<file path="config.mk">
export PLATFORM = sky130hd
export DESIGN_NAME = demultiplekser_wyjsc
export DESIGN_NICKNAME = d
export VERILOG_FILES = /design/src/rtl/demultiplekser_wyjsc.sv
export SDC_FILE = /design/constraint.sdc
export NUM_CORES = 1
export LEC_CHECK = 0
export ABC_CLOCK_PERIOD_IN_PS = 3700
export CAP_MARGIN = 10
export CORE_MARGIN = 8
export CORE_UTILIZATION = 58
export CTS_BUF_LIST = sky130_fd_sc_hd__clkbuf_8
export CTS_CLUSTER_DIAMETER = 150
export DETAILED_ROUTE_END_ITERATION = 16
export PLACE_DENSITY = 0.79
export SLEW_MARGIN = 20
export SYNTH_ARGS = -nofsm -noshare
export SYNTH_HDL_FRONTEND = slang
export SYNTH_SLANG_ARGS = --single-unit
</file>
<file path="constraint.sdc">
create_clock -name clk -period 3.7 [get_ports clk]
set_input_delay 0.37 -clock clk [delete_from_list [all_inputs] [get_ports clk]]
set_output_delay 0.37 -clock clk [all_outputs]
set_load 0.005 [all_outputs]
</file>
<file path="src/rtl/demultiplekser_wyjsc.sv">
// Eight-port PLC output image: per-port write/set/clear/toggle into shadow registers,
// bank commit to the physical outputs, and a commit watchdog that forces a safe value.
module demultiplekser_wyjsc #(
    parameter int unsigned WDT_CYCLES = 1000000,
    parameter logic [7:0]  SAFE_VALUE = 8'h00
) (
    input  logic       clk,
    input  logic       rst_n,
    input  logic [7:0] data_in,
    input  logic [2:0] sel,
    input  logic       we,
    input  logic [1:0] op,
    input  logic       commit,
    input  logic       clear_fault,
    output logic [7:0] out0,
    output logic [7:0] out1,
    output logic [7:0] out2,
    output logic [7:0] out3,
    output logic [7:0] out4,
    output logic [7:0] out5,
    output logic [7:0] out6,
    output logic [7:0] out7,
    output logic [7:0] rd_data,
    output logic       wdt_fault
);

    typedef enum logic {
        RUN   = 1'b0,
        FAULT = 1'b1
    } state_t;

    localparam logic [31:0] WDT_LAST = 32'(WDT_CYCLES) - 32'd1;
    localparam logic        WDT_ON   = (WDT_CYCLES != 0);

    logic [7:0]  shadow_q [8];
    logic [7:0]  shadow_d [8];
    logic [7:0]  out_q    [8];
    logic [7:0]  out_d    [8];
    logic [7:0]  rd_data_q, rd_data_d;
    logic [31:0] cnt_q, cnt_d;
    state_t      state_q, state_d;
    logic        expire;

    function automatic logic [7:0] apply_op(input logic [1:0] op_i,
                                            input logic [7:0] cur,
                                            input logic [7:0] din);
        case (op_i)
            2'b00:   apply_op = din;
            2'b01:   apply_op = cur | din;
            2'b10:   apply_op = cur & ~din;
            default: apply_op = cur ^ din;
        endcase
    endfunction

    always_comb begin
        for (int k = 0; k < 8; k++) begin
            shadow_d[k] = shadow_q[k];
        end
        if (we) begin
            shadow_d[sel] = apply_op(op, shadow_q[sel], data_in);
        end

        rd_data_d = shadow_q[sel];

        // A commit or acknowledge in the last cycle pre-empts the fault.
        expire = WDT_ON && (state_q == RUN) && (cnt_q == WDT_LAST) && !commit && !clear_fault;

        state_d = state_q;
        if (clear_fault) begin
            state_d = RUN;
        end else if (expire) begin
            state_d = FAULT;
        end

        cnt_d = cnt_q;
        if (!WDT_ON || commit || clear_fault) begin
            cnt_d = 32'd0;
        end else if (state_q == RUN && !expire && cnt_q != 32'hFFFF_FFFF) begin
            cnt_d = cnt_q + 32'd1;
        end

        // Commits are ignored while faulted unless the fault is acknowledged in the same cycle.
        for (int k = 0; k < 8; k++) begin
            out_d[k] = out_q[k];
            if (expire) begin
                out_d[k] = SAFE_VALUE;
            end else if (commit && (state_q == RUN || clear_fault)) begin
                out_d[k] = shadow_d[k];
            end
        end
    end

    always_ff @(posedge clk) begin
        if (!rst_n) begin
            for (int k = 0; k < 8; k++) begin
                shadow_q[k] <= 8'h00;
                out_q[k]    <= 8'h00;
            end
            rd_data_q <= 8'h00;
            cnt_q     <= 32'd0;
            state_q   <= RUN;
        end else begin
            for (int k = 0; k < 8; k++) begin
                shadow_q[k] <= shadow_d[k];
                out_q[k]    <= out_d[k];
            end
            rd_data_q <= rd_data_d;
            cnt_q     <= cnt_d;
            state_q   <= state_d;
        end
    end

    assign out0      = out_q[0];
    assign out1      = out_q[1];
    assign out2      = out_q[2];
    assign out3      = out_q[3];
    assign out4      = out_q[4];
    assign out5      = out_q[5];
    assign out6      = out_q[6];
    assign out7      = out_q[7];
    assign rd_data   = rd_data_q;
    assign wdt_fault = (state_q == FAULT);

endmodule

</file>
# Yosys cells after proc, flatten, opt, wreduce, memory -nomap -nowiden

Memory sizes are Yosys's and may differ from the RTL's.
Index checks and enable logic that the tools add are counted.

Register bits: 41
Latch bits: 0
RAM bits: 128
ROM bits: 0
Input port bits: 18
Output and inout port bits: 73
Logic and storage cells: 90
Memories kept: 2

Add/sub/neg operators: 1
$mul: 0
Divide/modulo/power cells: 0
Magnitude comparators: 2
Equal/unequal tests: 4
Shift operators: 0
Muxes and demuxes: 40
Bitwise gates (word level): 23
Reductions and logical operators: 15

Memories:

| memory   | words | bits a word | rd ports | clocked after Yosys merged registers in | wr ports | line | RTL |
|---|---|---|---|---|---|---|---|
| out_q    | 8     | 8           | 8        | 0                                       | 8        | 37   | `logic [7:0] out_q [8];` |
| shadow_q | 8     | 8           | 9        | 0                                       | 8        | 35   | `logic [7:0] shadow_q [8];` |

Operators with widths:

| kind                  | count |
|---|---|
| $mux 8                | 34 |
| $bwmux 64             | 1 |
| $mux 64               | 1 |
| $add 32x1->32 const B | 1 |
| $eq 32x20->1 const B  | 1 |
| $ne 32x32->1 const B  | 1 |
| $demux 8 s3           | 1 |
| $pmux 8 s3            | 1 |
| $or 1x1->1            | 16 |
| $and 8x8->8           | 1 |
| $not 8->8             | 1 |
| $or 8x8->8            | 1 |
| $xor 8x8->8           | 1 |
| $logic_and 1x1->1     | 7 |
| $ge 4x4->1 const B    | 1 |
| $lt 4x1->1 const B    | 1 |
| $not 3->4             | 1 |
| $reduce_or 2->1       | 2 |
| $logic_not 1->1       | 3 |
| $eq 2x1->1 const B    | 1 |
| $eq 2x2->1 const B    | 1 |
| $logic_not 2->1       | 1 |
| $logic_or 1x1->1      | 2 |
| $mux 1                | 2 |
| $not 1->1             | 2 |

# Logic depth before layout (Yosys ltp)

Depth after elaboration: 10
Gate-level depth with buffers: 13
Depth with buffers taken out: 12

# Least setup slack after synthesis

OpenSTA, ideal clock, no wires.

Kind: input to register
Start: input sel[1]
End: memory shadow_q[3][0]
Library setup time: 0.115 ns
Data arrival time: 2.807 ns
Required time: 3.585 ns
Path slack: 0.778 ns
Stages: 11
Path buffers: 2
Cell sequence: buf_2 -> buf_1 -> mux2_2 -> a221oi_1 -> o22ai_1 -> inv_1 -> ha_1 -> mux2_2 -> a21oi_1 -> o21ai_0 -> and2_1

RTL lines:

| item            | line | RTL |
|---|---|---|
| start, declared | 10   | `input logic [2:0] sel,` |
| end, declared   | 35   |  |

==> results.sh <==
export IMPL_status="finished clean"
export IMPL_fmax_mhz=318
export IMPL_cts_tree="yes"
export IMPL_synth_seq_area_share_pct=45.0
export IMPL_synthAdderAreaFrac_pct=2.83
export IMPL_antenna_left=0
export IMPL_core_sq_um=12600
export IMPL_finalNetCount=987
export IMPL_slew_headroom_pct=34.2
export IMPL_ios=91
export IMPL_die_h_um=130
export IMPL_layout_common_cells="dfxtp_1 (169), nand2_1 (139), clkdlybuf4s50_1 (90), nor2_1 (83), a21oi_1 (83)"
export IMPL_worstSetupEndpointType="register"
export IMPL_crit_top_cell="a21oi_1"
export IMPL_cts_resized=0
export IMPL_maxCapViolations=0
export IMPL_die_x_um=130
export IMPL_synthToLayoutAreaGrowth_pct=19.9
export IMPL_synth_compound_area_share_pct=13.0
export IMPL_numPortBuffers=90
export IMPL_clkLatencyLatePin_ns=0.48
export IMPL_max_stage_delay_ns=0.72
export IMPL_diodes=0
export IMPL_synth_area_top_cells="dfxtp_1 (45%), nand2_1 (6.9%), a21oi_1 (5.5%)"
export IMPL_synth_nets=916
export IMPL_synth_edf_count=0
export IMPL_p_leak_nw=3.31
export IMPL_grt_usage_pct=23.5
export IMPL_cts_clk_slew_worst_paths_ns=0.09
export IMPL_synth_top_family_by_area="simple AND/OR/NAND/NOR gates"
export IMPL_grt_pass1_wl_um=31200
export IMPL_drive_gt1_share_pct=9.53
export IMPL_crit_slowest_cell="clkdlybuf4s50_1"
export IMPL_worstPathRequired_ns=4.12
export IMPL_syn_instance_count=881
export IMPL_synth_area_per_cell_sq_um=8.53
export IMPL_dieArea_sq_um=16800
export IMPL_cp_cell_sequence="clkdlybuf4s50_1, clkinv_1, nor2_1, a22oi_1, o22ai_1, a21oi_1, ha_1, a211oi_1, a21oi_1, buf_4, o21ai_0, nand2_1, a21oi_1"
export IMPL_rsz0062_at_grt="false"
export IMPL_critPathTopFamily="compound AO/OA/AOI/OAI gates"
export IMPL_grt_pass1_vias=6266
export IMPL_setup_tns_ns=0
export IMPL_cts_made_buffers=17
export IMPL_drv_slew=0
export IMPL_htreeDepth=4
export IMPL_initial_core_util_pct=59.5
export IMPL_synth_cell_types=48
export IMPL_synthFlopType="dfxtp_1"
export IMPL_async_flop_share_pct=0
export IMPL_postCtsSetupBuffers=0
export IMPL_yosys_area_top_type_share_pct=45.0
export IMPL_cp_start_kind="primary input"
export IMPL_synthMuxAreaShare_pct=6.95
export IMPL_dpl_cell_area_sq_um=8630
export IMPL_r2r_setup_slack_ns=1.08
export IMPL_holdWs_ns=0.461
export IMPL_postCtsHoldBufs=0
export IMPL_wl_per_cell_um=17.0
export IMPL_power_density_nw_per_um2=387
export IMPL_worstPathArrival_ns=3.56
export IMPL_place_congestion=0.948
export IMPL_fin_skew_ns=0.0126
export IMPL_final_common_cell="dfxtp_1"
export IMPL_worst_path_buf_inv=3
export IMPL_hold_viol=0
export IMPL_yosys_register_bits=169
export IMPL_drtIter0Drc=657
export IMPL_wl_um=19300
export IMPL_crit_fanout=9
export IMPL_finalCriticalPeriod_ns=3.14
export IMPL_finalPower_mw=3.49
export IMPL_vias=6493
export IMPL_yosysTopAreaCell="dfxtp_1"
export IMPL_grt_max_degree=77
export IMPL_ir_drop_uv=333
export IMPL_clk_path_buf_depth=2
export IMPL_yosys_area_share_xor_xnor_pct=3.15
export IMPL_yosys_warnings=0
export IMPL_tightestPinTransition_ns=0.985
export IMPL_synthSimpleGateAreaFrac_pct=24.5
export IMPL_dp_hpwl_um=13900
export IMPL_synth_area_sq_um=7510
export IMPL_drt_pass1_iterations=5
export IMPL_finalWorstSetupSlack_ns=0.557
export IMPL_grt_remaining_overflow=0
export IMPL_path_class="in2reg"
export IMPL_antenna_found_initial=0
export IMPL_setup_viol=0
export IMPL_fin_area_sq_um=9000
export IMPL_min_period_over_period_pct=84.9
export IMPL_viasPerCell=5.71
export IMPL_cts_sinks=169
export IMPL_pre_cts_slack_ns=0.152
export IMPL_drc_errors=0
export IMPL_hold_path_class="reg2reg"
export IMPL_num_rows=41
export IMPL_root_buffer="clkbuf_8"
-- layer usage --
layer  global-route usage [%]  share of wire (%)  routed length, um
met1                     28.6                 43               8350
met2                     37.8                 47               9070
met3                     6.69                6.9               1330
met4                     10.5                2.7                530
met5                        0                  0                  0
-- cell families after synthesis --
family,count (synthesis)
muxes,45
and+or+nand+nor,373
DFF,169
AOI/OAI and AO/OA,164
xor gates and xnor gates,27
adders and majority gates,17
buffers and inverters,86
-- stage by stage --
| stage | util (%) | instances |
|---|---|---|
| after floorplan | - | 881 |
| after global placement | 68.4 | 1105 |
| after detailed placement | 68.4 | 1105 |
| after CTS | 71.4 | 1137 |
| after global routing | 71.4 | 1137 |
| final | 71.4 | 1137 |
-- worst register-to-register path, delay by kind of cell, from the launching register on --
kind,cells,cell delay (ns)
AOI/OAI and AO/OA,5,0.93
adders and majority gates,1,0.30
buffers and inverters,1,0.19
DFF,1,0.33
muxes,2,0.53
and+or+nand+nor,1,0.24
-- layout make-up --
class | count | area [sq um]
Clock buffer | 18 | 248
Clock inverter | 14 | 125
Fill cell | 1012 | 3610
Inverter | 24 | 90.1
Multi-Input combinational cell | 626 | 3840
Sequential cell | 169 | 3380
Tap cell | 172 | 215
Timing Repair Buffer | 114 | 1110
-- flip-flops by register name, summed over array words and instances, names as in the netlist --
register   count
out_q         64
cnt_q         32
wdt_fault      1
shadow_q      64
rd_data        8
-- final timing paths --
path,from,endpoint,depth (start not counted)
min reg2reg,out_q[0][22],out_q[0][22],2
min,out_q[0][22],out_q[0][22],2
max,sel[2],out_q[0][26],13
max reg2reg,shadow_q[5][2],shadow_q[3][2],10
-- cells in the mapped netlist (11+ instances only) --
library cell  number
a21oi_1           83
nand2_1          139
mux2i_1           24
nor3_1            13
dfxtp_1          169
nor4_1            14
nand4_1           12
nand3_1           11
buf_2             15
ha_1              17
a211oi_1          22
mux2_2            17
nor2b_1           21
o21ai_0           27
inv_1             23
clkbuf_1          43
nor2_1            83
and2_1            53
xnor2_1           27
-- where the power goes --
| part | total (mW) | leakage (nW) | switching (mW) | internal [mW] |
|---|---|---|---|---|
| clock | 1.24 | 0.185 | 0.691 | 0.551 |
| sequential | 1.88 | 1.37 | 0.0241 | 1.86 |
| combinational | 0.359 | 1.75 | 0.203 | 0.157 |
(Power assumes the default switching activity.)
